**config.mk**
```make
export PLATFORM = sky130hd
export DESIGN_NAME = disp_scan_sched
export DESIGN_NICKNAME = d
export VERILOG_FILES = /design/src/rtl/disp_pkg.sv /design/src/rtl/disp_blink_gen.sv /design/src/rtl/disp_scan_sched.sv
export SDC_FILE = /design/constraint.sdc
export NUM_CORES = 1
export LEC_CHECK = 0
export BUFFER_PORTS_ARGS = -buffer_cell sky130_fd_sc_hd__buf_2
export CORE_MARGIN = 5
export CORE_UTILIZATION = 54
export DETAILED_ROUTE_END_ITERATION = 16
export GPL_TIMING_DRIVEN = 0
export HOLD_SLACK_MARGIN = 0.1
export PLACE_DENSITY = 0.8
export SLEW_MARGIN = 20
export SYNTH_ARGS = -nofsm -noshare
export SYNTH_HDL_FRONTEND = slang
export SYNTH_HIERARCHICAL = 1
export SYNTH_SLANG_ARGS = --single-unit
```
**constraint.sdc**
```tcl
create_clock -name clk -period 2.7 [get_ports clk]
set_input_delay 0.405 -clock clk [delete_from_list [all_inputs] [get_ports clk]]
set_output_delay 0.405 -clock clk [all_outputs]
set_load 0.005 [all_outputs]
```
**src/rtl/disp_pkg.sv**
```systemverilog
// disp_pkg: shared encodings, constants, scan state and digit-to-field mapping for the display scanner
package disp_pkg;
  localparam logic [1:0] MODE_CLOCK = 2'b00;
  localparam logic [1:0] MODE_TSET  = 2'b01;
  localparam logic [1:0] MODE_ASET  = 2'b10;
  localparam logic [1:0] POS_SEC    = 2'b00;
  localparam logic [1:0] POS_MIN    = 2'b01;
  localparam logic [1:0] POS_HOUR   = 2'b10;
  localparam logic [1:0] POS_NONE   = 2'b11;
  localparam logic [6:0] SEG_BLANK  = 7'b0;
  localparam logic [5:0] ENB_ALL_OFF = 6'b111111;
  typedef enum logic {S_GUARD, S_ON} state_e;
  function automatic logic [1:0] digit_field(input logic [2:0] idx);
    return idx[2:1];
  endfunction
endpackage

```
**src/rtl/disp_blink_gen.sv**
```systemverilog
// disp_blink_gen: restartable blink phase; ports clk, rst, restart in, blink_on out (1 after reset/restart)
module disp_blink_gen #(
  parameter int BLINK_HALF = 25000000
) (
  input  logic clk,
  input  logic rst,
  input  logic restart,
  output logic blink_on
);
  localparam int W = $clog2(BLINK_HALF + 1);
  logic [W-1:0] cnt_q;
  always_ff @(posedge clk) begin
    if (rst || restart) begin
      cnt_q    <= '0;
      blink_on <= 1'b1;
    end else if (cnt_q == W'(BLINK_HALF - 1)) begin
      cnt_q    <= '0;
      blink_on <= ~blink_on;
    end else begin
      cnt_q <= cnt_q + 1'b1;
    end
  end
endmodule

```
**src/rtl/disp_scan_sched.sv**
```systemverilog
// disp_scan_sched: six-digit scan with guard gaps and field blink; digit bus/dp/mode/position in, registered seg/dp/active-low enables out
module disp_scan_sched
  import disp_pkg::*;
#(
  parameter int SCAN_DIV   = 5000,
  parameter int GUARD_CYC  = 2,
  parameter int BLINK_HALF = 25000000
) (
  input  logic        clk,
  input  logic        rst,
  input  logic [41:0] i_six_digit_seg,
  input  logic [5:0]  i_six_dp,
  input  logic [1:0]  i_mode,
  input  logic [1:0]  i_position,
  output logic [6:0]  o_seg,
  output logic        o_seg_dp,
  output logic [5:0]  o_seg_enb
);
  localparam int CW = $clog2((SCAN_DIV > GUARD_CYC ? SCAN_DIV : GUARD_CYC) + 1);
  state_e        state_q, state_d;
  logic [2:0]    idx_q, idx_d;
  logic [CW-1:0] cnt_q, cnt_d;
  logic [1:0]    mode_q, pos_q;
  logic          last, blank, restart, blink_on, dp_d;
  logic [6:0]    seg_d;
  logic [5:0]    enb_d;
  // previous mode/position load even during reset so release never triggers a restart
  always_ff @(posedge clk) begin
    mode_q <= i_mode;
    pos_q  <= i_position;
  end
  assign restart = (i_mode != mode_q) || (i_position != pos_q);
  disp_blink_gen #(.BLINK_HALF(BLINK_HALF)) u_blink (
    .clk      (clk),
    .rst      (rst),
    .restart  (restart),
    .blink_on (blink_on)
  );
  // one counter serves both the guard and the lit interval
  always_comb begin
    last    = (state_q == S_GUARD) ? (cnt_q == CW'(GUARD_CYC - 1)) : (cnt_q == CW'(SCAN_DIV - 1));
    state_d = last ? ((state_q == S_GUARD) ? S_ON : S_GUARD) : state_q;
    cnt_d   = last ? '0 : cnt_q + 1'b1;
    idx_d   = (last && state_q == S_ON) ? ((idx_q == 3'd5) ? 3'd0 : idx_q + 3'd1) : idx_q;
    blank   = (i_mode == MODE_TSET || i_mode == MODE_ASET) && i_position != POS_NONE &&
              !blink_on && digit_field(idx_q) == i_position;
    enb_d   = (state_q == S_ON) ? ~(6'd1 << idx_q) : ENB_ALL_OFF;
    seg_d   = (state_q == S_ON && !blank) ? i_six_digit_seg[7*idx_q +: 7] : SEG_BLANK;
    dp_d    = state_q == S_ON && !blank && i_six_dp[idx_q];
  end
  always_ff @(posedge clk) begin
    if (rst) begin
      state_q   <= S_GUARD;
      idx_q     <= 3'd0;
      cnt_q     <= '0;
      o_seg     <= SEG_BLANK;
      o_seg_dp  <= 1'b0;
      o_seg_enb <= ENB_ALL_OFF;
    end else begin
      state_q   <= state_d;
      idx_q     <= idx_d;
      cnt_q     <= cnt_d;
      o_seg     <= seg_d;
      o_seg_dp  <= dp_d;
      o_seg_enb <= enb_d;
    end
  end
endmodule
```
### Word level (Yosys, flattened, before mapping)

Index checks and enable logic that the tools add are counted.

| operators by class | value |
|---|---|
| add/sub/neg operators | 3 |
| multipliers | 1 |
| magnitude comparators | 1 |
| equal/unequal tests | 10 |
| shift-type cells | 2 |
| muxes and demuxes | 5 |
| bitwise logic cells | 4 |
| reductions and logical operators | 15 |

Operators with widths:

| cell | count |
|---|---|
| indexed part select 42 x 7 -> 7 bit | 1 |
| adder 25 x 1 -> 25 bit (second input constant) | 1 |
| == test 25 bit (second input constant) | 1 |
| adder 13 x 1 -> 13 bit (second input constant) | 1 |
| == test 13 x 1 -> 1 bit (second input constant) | 1 |
| == test 13 bit (second input constant) | 1 |
| OR reduction 2 bit | 4 |
| logical AND 1 bit | 6 |
| multiplier 3 x 3 -> 6 bit (first input constant) | 1 |
| inverter 6 bit | 1 |
| << shifter 1 x 3 -> 6 bit (first input constant) | 1 |
| < comparator 3 x 4 -> 1 bit (second input constant) | 1 |
| != test 2 bit | 2 |
| adder 3 x 1 -> 3 bit (second input constant) | 1 |
| binary-select mux 1 bit (select 3 bit) | 1 |
| == test 3 bit (second input constant) | 1 |
| logical OR 1 bit | 3 |
| 2-to-1 mux 1 bit | 3 |
| 2-to-1 mux 3 bit | 1 |
| inverter 1 bit | 3 |
| == test 2 x 1 -> 1 bit (second input constant) | 1 |
| == test 2 bit | 1 |
| == test 2 bit (second input constant) | 1 |
| zero test 1 bit | 2 |
| != test 2 bit (second input constant) | 1 |

| storage, ports and cells | value |
|---|---|
| register bits | 61 |
| output and inout port bits | 14 |

### Longest topological paths before layout

Gate-level depths: netlist of the first run.

| depth | value |
|---|---|
| word-level depth | 9 |
| gate-level depth with buffers | 7 |
| mapped depth without buffers | 5 |

### Modules after synthesis

The synthesis of the first run kept the hierarchy.

By module, submodules not included:

| module | times used | cells an instance | area an instance (µm²) | sequential area each (µm²) |
|---|---|---|---|---|
| disp_scan_sched | 1 | 213 | 1746.7 | 700.7 |
| disp_blink_gen | 1 | 142 | 1263.7 | 520.5 |

### Least setup slack after synthesis of the first run

OpenSTA, ideal clock, no wires.

| timing path | value |
|---|---|
| kind | register -> register |
| start | register, netlist name cnt_q[4] |
| end | register, netlist name cnt_q[10] |
| library setup time | 0.115 ns |
| arrival | 1.783 ns |
| data required time | 2.585 ns |
| slack | 0.802 ns |
| cell stages (with the launch flop) | 6 |
| path buffers | 1 |
| cell sequence | dfxtp_1 -> or4_4 -> or4_1 -> or3b_1 -> buf_6 -> nor2_1 |

### Worst setup path in the final report of the first run

| timing path | value |
|---|---|
| start | register u_blink.cnt_q[6] |
| end | register u_blink.cnt_q[6] |

| on the way | value |
|---|---|
| longest elaborated chain between the ends | 2 |
| elaborated cells between the ends (all ways) | 3 |

RTL lines:

| element | RTL line | RTL |
|---|---|---|
| start, declared | disp_blink_gen.sv:11 | `logic [W-1:0] cnt_q;` |
| start signal, assigned | disp_blink_gen.sv:20 | `cnt_q <= cnt_q + 1'b1;` |
| branches (longest 2 deep; another with adder 25 x 1 -> 25 bit) | -- |  |

Parallel ways; which one is timed is not known.
A chain may end at the register's enable or synchronous reset.

==> impl_metrics.tcl, run 1 <==
set metrics [dict create \
    p_sw_mw 0.421 \
    drv_cap 0 \
    io_pins 68 \
    drt_iter0_drc 135 \
    synthTopCellsByArea "dfxtp_1, xnor2_1, nor2_1" \
    p_int_mw 1.40 \
    instances_no_fill 510 \
    timing.final.ws_setup_ns 0.556 \
    swShare_pct 23.1 \
    peakVddDrop_v 0.000390 \
    synthCells 355 \
    met3_usage_pct 6.18 \
    seq_power_share_pct 50.6 \
    cts-buffers-inserted 9 \
    final_cell_mix "buf_2, dfxtp_1, nor2_1" \
    drt_wl_total_microns 7190 \
    cts_tree "yes" \
    antennaDiodeCount 0 \
    grt_pass1_vias 2692 \
    overflow 0 \
    ys_async_sr_fraction_pct 0 \
    die_y_microns 84.7 \
    place_hpwl_microns 5360 \
    fp.coreArea_sq_mm 0.00547 \
    path_class "reg -> reg" \
    clk_latency_ns 0.34 \
    clock_sinks 61 \
    rows 27 \
    utilization_pct 66.3 \
    slew_viol_final 0 \
    pwr-share-clk_pct 42.7 \
    skew_ns 0.00797 \
    hold_buffers 0 \
    drt_drc_violations_left 0 \
    ys.flop_type "dfxtp_1" \
    synth_area_sq_mm 0.00301 \
    die-area_sq_mm 0.00717 \
    status "finished clean" \
    post_cts_resize_count 0 \
    timing.fmax_ghz 0.466 \
    worst_pin_slew_ns 0.734 \
    grt_max_degree 12 \
    layout_commonest_cell "buf_2" \
    holdCritPathClass "in -> reg" \
    synth_cell_types 47 \
    cpMostUsedCell "clkbuf_1" \
    drive_gt1_share_pct 23.1 \
    gp_congestion 0.840 \
    n_fill_cell 473 \
    critPathMaxFanout 10 \
    dpl_cell_area_sq_mm 0.00344 \
    relSlewSlack_pct 50.7 \
    chipWidth_microns 84.7 \
    worstHoldStart "i_position[0]" \
    critPathSlowestCell "clkbuf_1" \
    reg2regPathDepth 6 \
    holdPathStages 1 \
    dp_slack_ns 0.577 \
    avgSynthCellArea_sq_um 8.48 \
    r2r_slack_ns 0.56 \
    clock-root-buffer "clkbuf_8" \
    initial_core_util_pct 55.0 \
    fin_crit_sh_pct 79.4 \
    placed_cells_incl_taps 494 \
    timing.hold.ws_ns 0.225 \
    postRouteAntennaNets 0 \
    r2r_start "u_blink/cnt_q[6]$_SDFF_PP0_" \
    grt_setup_unrepaired "false" \
    crit_chain "clkbuf_1 -> nor4b_1 -> nand3_1 -> o21ai_1 -> clkbuf_1 -> nor2_1" \
    tns_ns 0 \
    seq_area_frac_synth_pct 40.6 \
    cts.path.max_buffers 2 \
    holdPathEnd "pos_q[0]$_DFF_P_" \
    p_per_area_mw_per_mm2 503 \
    setup_viol 0 \
    yosysWarnings 6 \
    yosys.area.top_type "dfxtp_1" \
    cts-htree-levels 3 \
    finalCriticalPeriod_ns 2.14 \
    p_total_mw 1.82 \
    nNetsFinal 490 \
    vias 2804 \
    port_buffers 67 \
    synth.net_count 412 \
    cp_data_required_time_ns 2.90 \
    ff_latch_area_sq_mm 0.00122 \
    power_leakage_nw 1.35 \
    grt_pass1_wl_microns 12100 \
    hold_viol 0 \
    r2r_end "u_blink/cnt_q[6]$_SDFF_PP0_" \
    wl_per_cell_microns 14.1 \
    avgViaCountPerCell 5.50 \
    final_area_sq_mm 0.00363 \
    grt.total_usage_pct 20.4 \
    clk_pin_slew_ns 0.07 \
    synth_seq_cells 61 \
    busiest_layer "met2" \
    drt_pre_antenna_iters 4 \
    multi_input_area_sq_mm 0.00165 \
    cp-end-kind "register" \
    antenna_found_initial 0 \
    combinationalPowerShare_pct 6.6 \
    arrival_ns 2.35 \
    post_cts_buffers 0 \
    synth-edff-count 0 \
    syn2layout_area_growth_pct 20.5 \
    yosysTopAreaCellShare_pct 40.6 \
    grt_util_met1_pct 27.1 \
    start_kind "register" \
    met2_usage_pct 32.1 \
    cp_slowest_stage_delay_ns 0.44 \
]
## cells by family (layout without fill, tap and decap cells)
| kind of cell | Yosys count | in the layout | share of synthesized area (%) |
|---|---|---|---|
| and+or+nand+nor | 164 | 164 | 30.4 |
| DFF | 61 | 61 | 40.6 |
| AOI/OAI and AO/OA | 56 | 56 | 11.3 |
| buffers and inverters | 34 | 117 | 4.74 |
| xor gates and xnor gates | 32 | 32 | 9.31 |
| muxes | 5 | 5 | 2.49 |
| adders and majority gates | 3 | 3 | 1.25 |
## how the worst max path moves through the flow
stage,slack [ns],from,endpoint,depth (start not counted)
detailed placement,0.58,u_blink/cnt_q[6]$_SDFF_PP0_,u_blink/cnt_q[4]$_SDFF_PP0_,6
floorplan,0.80,cnt_q[4]$_SDFF_PP0_,cnt_q[10]$_SDFF_PP0_,5
finish,0.56,u_blink/cnt_q[6]$_SDFF_PP0_,u_blink/cnt_q[6]$_SDFF_PP0_,6
global placement,0.64,u_blink/cnt_q[6]$_SDFF_PP0_,u_blink/cnt_q[13]$_SDFF_PP0_,6
CTS,0.57,u_blink/cnt_q[6]$_SDFF_PP0_,u_blink/cnt_q[4]$_SDFF_PP0_,6
global route,0.36,u_blink/cnt_q[6]$_SDFF_PP0_,u_blink/cnt_q[7]$_SDFF_PP0_,6
## per-layer routing
metal | vias to the layer above | wire length [microns]
met3 | 8 | 489
met4 | 0 | 75
met1 | 1296 | 3200
met2 | 97 | 3420
met5 | - | 0
li1 | 1403 | -
## power groups by stage
| stage | registers [mW] | clock network (mW) | logic, mW |
|---|---|---|---|
| 2_1_floorplan | 0.942 | 0 | 0.0616 |
| 3_3_place_gp | 0.943 | 0 | 0.118 |
| 3_5_place_dp | 0.943 | 0 | 0.120 |
| 4_1_cts | 0.923 | 0.801 | 0.121 |
| 5_1_grt | 0.924 | 0.845 | 0.137 |
| 6_report | 0.923 | 0.779 | 0.121 |
## Yosys cell counts (6+ instances only)
cell type  count
clkbuf_1      15
nor4_1         7
inv_1         16
nor2_1        42
o31ai_1        7
xor2_1         9
nand3_1       17
dfxtp_1       61
nand2_1       28
xnor2_1       23
o22ai_1        6
nor3_1        15
nand4_1       10
a21oi_1       30
nand2b_1      13
## sequential cells by signal, indices dropped and copies added, names as in the netlist
signal / flops
o_seg: 7
u_blink/cnt_q: 25
state_q: 1
pos_q: 2
idx_q: 3
o_seg_dp: 1
cnt_q: 13
o_seg_enb: 6
mode_q: 2
u_blink/blink_on: 1
## layout make-up
cell class	instances	share of cell area [%]
Inverter	16	1.66
Tap cell	72	2.48
Sequential cell	61	33.7
Buffer	18	2.28
Multi-Input combinational cell	260	45.4
Clock buffer	10	3.52
Clock inverter	6	1.76
Timing Repair Buffer	67	9.24
## critical path, delay by kind of cell, from the launching register on
kind	cells	cell delay (ns)
AO/OA/AOI/OAI	1	0.40
buffers and inverters	2	0.62
flip-flops	1	0.30
AND/OR/NAND/NOR	3	0.68
No activity file was read; power rests on OpenSTA's default activity.
==> run 2: changes to the inputs <==
==> constraint.sdc (replaced) <==
create_clock -name clk -period 2.1 [get_ports clk]
set_input_delay 0.315 -clock clk [delete_from_list [all_inputs] [get_ports clk]]
set_output_delay 0.315 -clock clk [all_outputs]
set_load 0.005 [all_outputs]
==> impl_metrics.tcl, run 2 (synthesis gave the netlist of run 1 again) <==
set metrics [dict create \
    status "finished clean" \
    path_depth 5 \
    vias 2806 \
    drt_drc_violations_left 0 \
    grt_pass1_vias 2692 \
    start_kind "register" \
    layout_commonest_cell "buf_2" \
    crit_buf_inv 1 \
    reg_top3 "u_blink/cnt_q x25, cnt_q x13, o_seg x7" \
    drt_pre_antenna_iters 4 \
    critPathSlowestCell "or4_4" \
    holdCritPathClass "in -> reg" \
    swShare_pct 23.3 \
    r2r_start "cnt_q[6]$_SDFF_PP0_" \
    final_cell_mix "buf_2, dfxtp_1, nor2_1" \
    post_cts_buffers 0 \
    relSlewSlack_pct 51.3 \
    nNetsFinal 490 \
    clock-root-buffer "clkbuf_8" \
    critPathMaxFanout 10 \
    cts-htree-levels 3 \
    path_class "reg -> reg" \
    largest_reg_flops 25 \
    drt_iter0_drc 134 \
    grt_pass1_wl_microns 12100 \
    instances_no_fill 510 \
    seq_power_share_pct 50.4 \
    drive_gt1_share_pct 24.7 \
    avgViaCountPerCell 5.50 \
    drt_wl_total_microns 7260 \
    hold_viol 0 \
    reg2regPathDepth 5 \
    dp_slack_ns -0.0226 \
    worst_pin_slew_ns 0.726 \
    p_sw_mw 0.548 \
    overflow 0 \
    clock_sinks 61 \
    top_register "u_blink/cnt_q" \
    initial_core_util_pct 55.0 \
    clk_latency_ns 0.33 \
    fin_crit_sh_pct 97.2 \
    arrival_ns 2.26 \
    postRouteAntennaNets 0 \
    final_area_sq_mm 0.00364 \
    slew_viol_final 0 \
    crit_end "cnt_q[7]$_SDFF_PP0_" \
    fp.coreArea_sq_mm 0.00547 \
    pwr-share-clk_pct 42.8 \
    cp-end-kind "register" \
    antennaDiodeCount 0 \
    die_y_microns 84.7 \
    grt.total_usage_pct 20.4 \
    dpl_cell_area_sq_mm 0.00344 \
    r2r_slack_ns 0.06 \
    p_int_mw 1.81 \
    worstSetupStartpoint "cnt_q[6]$_SDFF_PP0_" \
    finalCriticalPeriod_ns 2.04 \
    cts.path.max_buffers 2 \
    p_per_area_mw_per_mm2 646 \
    drv_cap 0 \
    crit_chain "or4_4 -> or4_4 -> or3b_4 -> buf_6 -> nor2_1" \
    cp_slowest_stage_delay_ns 0.56 \
    place_hpwl_microns 5360 \
    combinationalPowerShare_pct 6.8 \
    timing.final.ws_setup_ns 0.0585 \
    cts_tree "yes" \
    r2r_end "cnt_q[7]$_SDFF_PP0_" \
    cpMostUsedCell "or4_4" \
    timing.fmax_ghz 0.490 \
    die-area_sq_mm 0.00717 \
    timing.hold.ws_ns 0.134 \
    port_buffers 67 \
    cp_top_family "simple AND/OR/NAND/NOR gates" \
    chipWidth_microns 84.7 \
    rows 27 \
    gp_congestion 0.840 \
    power_leakage_nw 1.36 \
    grt_max_degree 12 \
    peakVddDrop_v 0.000505 \
    placed_cells_incl_taps 494 \
    cp_data_required_time_ns 2.32 \
    setup_viol 0 \
    utilization_pct 66.6 \
    clk_pin_slew_ns 0.07 \
    antenna_found_initial 0 \
    cts-buffers-inserted 9 \
    wl_per_cell_microns 14.2 \
    io_pins 68 \
    syn2layout_area_growth_pct 21.0 \
    skew_ns 0.00791 \
    hold_buffers 0 \
]
## run 2: cell types whose count changed in the layout (fill, tap and decap cells not counted), sizes merged
cell    previous run  this run
clkbuf            25        26
buf               70        69
## run 2: power by group through the flow
stage	Clock (mW)	Combinational, mW	Sequential (mW)
floorplan	0	0.0792	1.21
finish	1.01	0.161	1.19
global route	1.09	0.181	1.19
detailed placement	0	0.154	1.21
global placement	0	0.152	1.21
CTS	1.03	0.156	1.19
## run 2: worst reg2reg max path, stage by stage (launching register included)
cell and delay, ns:
dfxtp_1 0.35, or4_4 0.56, or4_4 0.56, or3b_4 0.27, buf_6 0.13, nor2_1 0.06
## run 2: repair_timing
action / 4_1_cts / 5_1_grt
pin swaps: 0 / 0
hold endpoints to repair: 0 / 0
cloned: 0 / 0
resized for setup: 2 / 5
endpoints found under the setup margin: 10 / 30
## run 2: area by class of cell
type,instances,area (sq um)
sequential,61,1220
buffer,18,86.3
timing repair buffer,67,335
multi-input combinational,260,1660
tap,72,90.1
fill,465,1830
clock inverter,6,63.8
inverter,16,60.1
clock buffer,10,128
## run 2: metal layers
metal	share of wire (%)	wire, microns	GRT usage, %	vias to the layer above
met5	0	0	0	-
met4	1.1	80	6.19	0
met3	5.7	414	6.18	8
met2	47	3440	32.1	86
met1	46	3330	27.1	1311
li1	-	-	-	1401
## run 2: through the flow
step | setup TNS (ns) | power [mW]
6_report | 0 | 2.35
4_1_cts | 0 | 2.37
3_5_place_dp | -0.0862 | 1.37
2_1_floorplan | 0 | 1.29
5_1_grt | -0.0184 | 2.46
3_3_place_gp | 0 | 1.36
## run 2: how the worst min path moves through the flow
stage | endpoint | depth (start not counted) | startpoint | slack, ns
2_1_floorplan | mode_q[0]$_DFF_P_ | 0 | i_mode[0] | 0.34
3_3_place_gp | u_blink/cnt_q[0]$_SDFF_PP0_ | 1 | u_blink/cnt_q[0]$_SDFF_PP0_ | 0.45
3_5_place_dp | cnt_q[0]$_SDFF_PP0_ | 1 | cnt_q[0]$_SDFF_PP0_ | 0.46
4_1_cts | pos_q[0]$_DFF_P_ | 1 | i_position[0] | 0.11
5_1_grt | pos_q[0]$_DFF_P_ | 1 | i_position[0] | 0.12
6_report | pos_q[0]$_DFF_P_ | 1 | i_position[0] | 0.13
==> run 3: changes to the inputs <==
--- a/config.mk
+++ b/config.mk
@@ -6,7 +6,7 @@
 export NUM_CORES = 1
 export LEC_CHECK = 0
 export BUFFER_PORTS_ARGS = -buffer_cell sky130_fd_sc_hd__buf_2
-export CORE_MARGIN = 5
+export CORE_MARGIN = 2
 export CORE_UTILIZATION = 54
 export DETAILED_ROUTE_END_ITERATION = 16
 export GPL_TIMING_DRIVEN = 0
==> impl_metrics.tcl, run 3 (synthesis gave the netlist of run 1 again) <==
set metrics [dict create \
    cts_tree "yes" \
    cp-end-kind "register" \
    postRouteAntennaNets 0 \
    timing.fmax_ghz 0.494 \
    finalCriticalPeriod_ns 2.03 \
    initial_core_util_pct 55.3 \
    worstSetupStartpoint "cnt_q[6]$_SDFF_PP0_" \
    crit_end "cnt_q[5]$_SDFF_PP0_" \
    drv_cap 0 \
    holdCritPathClass "in -> reg" \
    fp.coreArea_sq_mm 0.00544 \
    drt_iter0_drc 105 \
    combinationalPowerShare_pct 6.7 \
    vias 2861 \
    setup_viol 0 \
    chipWidth_microns 78.7 \
    drive_gt1_share_pct 25.1 \
    place_hpwl_microns 5380 \
    clock-root-buffer "clkbuf_8" \
    wl_per_cell_microns 14.5 \
    n_fill_cell 460 \
    antennaDiodeCount 0 \
    layout_commonest_cell "buf_2" \
    peakVddDrop_v 0.000443 \
    status "finished clean" \
    tns_ns 0 \
    p_sw_mw 0.601 \
    antenna_found_initial 0 \
    nNetsFinal 490 \
    slew_viol_final 0 \
    final_cell_mix "buf_2, dfxtp_1, nor2_1" \
    die-area_sq_mm 0.00619 \
    arrival_ns 2.26 \
    gp_congestion 0.811 \
    rows 27 \
    overflow 0 \
    syn2layout_area_growth_pct 21.5 \
    p_total_mw 2.43 \
    grt_pass1_wl_microns 12200 \
    r2r_end "cnt_q[5]$_SDFF_PP0_" \
    top_register "u_blink/cnt_q" \
    critPathMaxFanout 10 \
    cts.path.max_buffers 2 \
    clock_sinks 61 \
    power_leakage_nw 1.37 \
    placed_cells_incl_taps 494 \
    reg_top3 "u_blink/cnt_q x25, cnt_q x13, o_seg x7" \
    grt.total_usage_pct 25.1 \
    avgViaCountPerCell 5.61 \
    largest_reg_flops 25 \
    swShare_pct 24.8 \
    fin_crit_sh_pct 96.4 \
    r2r_start "cnt_q[6]$_SDFF_PP0_" \
    clk_pin_slew_ns 0.08 \
    cts-htree-levels 3 \
    start_kind "register" \
    relSlewSlack_pct 52.5 \
    grt_pass1_vias 2706 \
    p_per_area_mw_per_mm2 663 \
    pwr-share-clk_pct 44.4 \
    ff_latch_area_sq_mm 0.00122 \
    die_y_microns 78.7 \
    r2r_slack_ns 0.07 \
    p_int_mw 1.82 \
    multi_input_area_sq_mm 0.00166 \
    drt_pre_antenna_iters 5 \
    drt_drc_violations_left 0 \
    port_buffers 67 \
    seq_power_share_pct 48.9 \
    grt_max_degree 14 \
    skew_ns 0.00921 \
    clk_latency_ns 0.34 \
    hold_viol 0 \
    io_pins 68 \
    reg2regPathDepth 5 \
    cts-buffers-inserted 9 \
    utilization_pct 67.2 \
    drt_wl_total_microns 7410 \
    cp_data_required_time_ns 2.33 \
    post_cts_buffers 0 \
    path_class "reg -> reg" \
    worst_pin_slew_ns 0.708 \
    instances_no_fill 510 \
    grt_setup_unrepaired "false" \
]
==> run 3: worst max-delay path, cell delays in order, from the launching register on <==
cell and delay (ns):
dfxtp_1 0.34, or4_4 0.57, or4_4 0.56, or3b_4 0.26, buf_6 0.13, nor2_1 0.06
==> run 3: how the worst min path moves through the flow <==
stage,from,endpoint,slack (ns),cells past startpoint
4_1_cts,i_mode[0],mode_q[0]$_DFF_P_,0.12,1
5_1_grt,i_mode[0],mode_q[0]$_DFF_P_,0.12,1
3_5_place_dp,u_blink/cnt_q[0]$_SDFF_PP0_,u_blink/cnt_q[0]$_SDFF_PP0_,0.46,1
6_report,i_mode[0],mode_q[0]$_DFF_P_,0.13,1
2_1_floorplan,i_mode[0],mode_q[0]$_DFF_P_,0.34,0
3_3_place_gp,u_blink/cnt_q[0]$_SDFF_PP0_,u_blink/cnt_q[0]$_SDFF_PP0_,0.45,1
==> run 3: timing repair <==
| action | in CTS | in global routing |
|---|---|---|
| resized for setup | 0 | 11 |
| hold buffers | 0 | 0 |
| endpoints found under the setup margin | 0 | 39 |
| hold endpoints to repair | 0 | 0 |
==> run 3: power groups by stage <==
stage                     Combinational, mW  Clock, mW  Sequential, mW
after CTS                             0.157       1.10            1.19
after detailed placement              0.156          0            1.21
final                                 0.162       1.08            1.19
after global routing                  0.180       1.15            1.19
after global placement                0.152          0            1.21
after floorplan                      0.0792          0            1.21
==> run 3: area by class of cell <==
cell class / instances / share of cell area [%]
multi-input combinational: 260 / 45.3
sequential: 61 / 33.4
timing repair buffer: 67 / 9.17
clock buffer: 9 / 3.39
tap: 72 / 2.46
buffer: 18 / 2.39
clock inverter: 7 / 2.22
inverter: 16 / 1.64
==> run 3: metrics by stage <==
step | setup WS [ns] | cell area (sq um) | hold slack [ns]
2_1_floorplan | 0.202 | 3010 | 0.343
3_3_place_gp | 0.0489 | 3440 | 0.445
3_5_place_dp | 0.0294 | 3440 | 0.462
4_1_cts | 0.0268 | 3640 | 0.123
5_1_grt | 0.000891 | 3660 | 0.122
6_report | 0.0749 | 3660 | 0.134
==> run 3: per-layer routing <==
metal | up-vias | GRT usage, % | wire, microns
met5 | - | 0 | 0
met4 | 0 | 8.07 | 75
met3 | 6 | 7.93 | 507
met2 | 114 | 42.0 | 3680
met1 | 1334 | 30.6 | 3150
li1 | 1407 | - | -
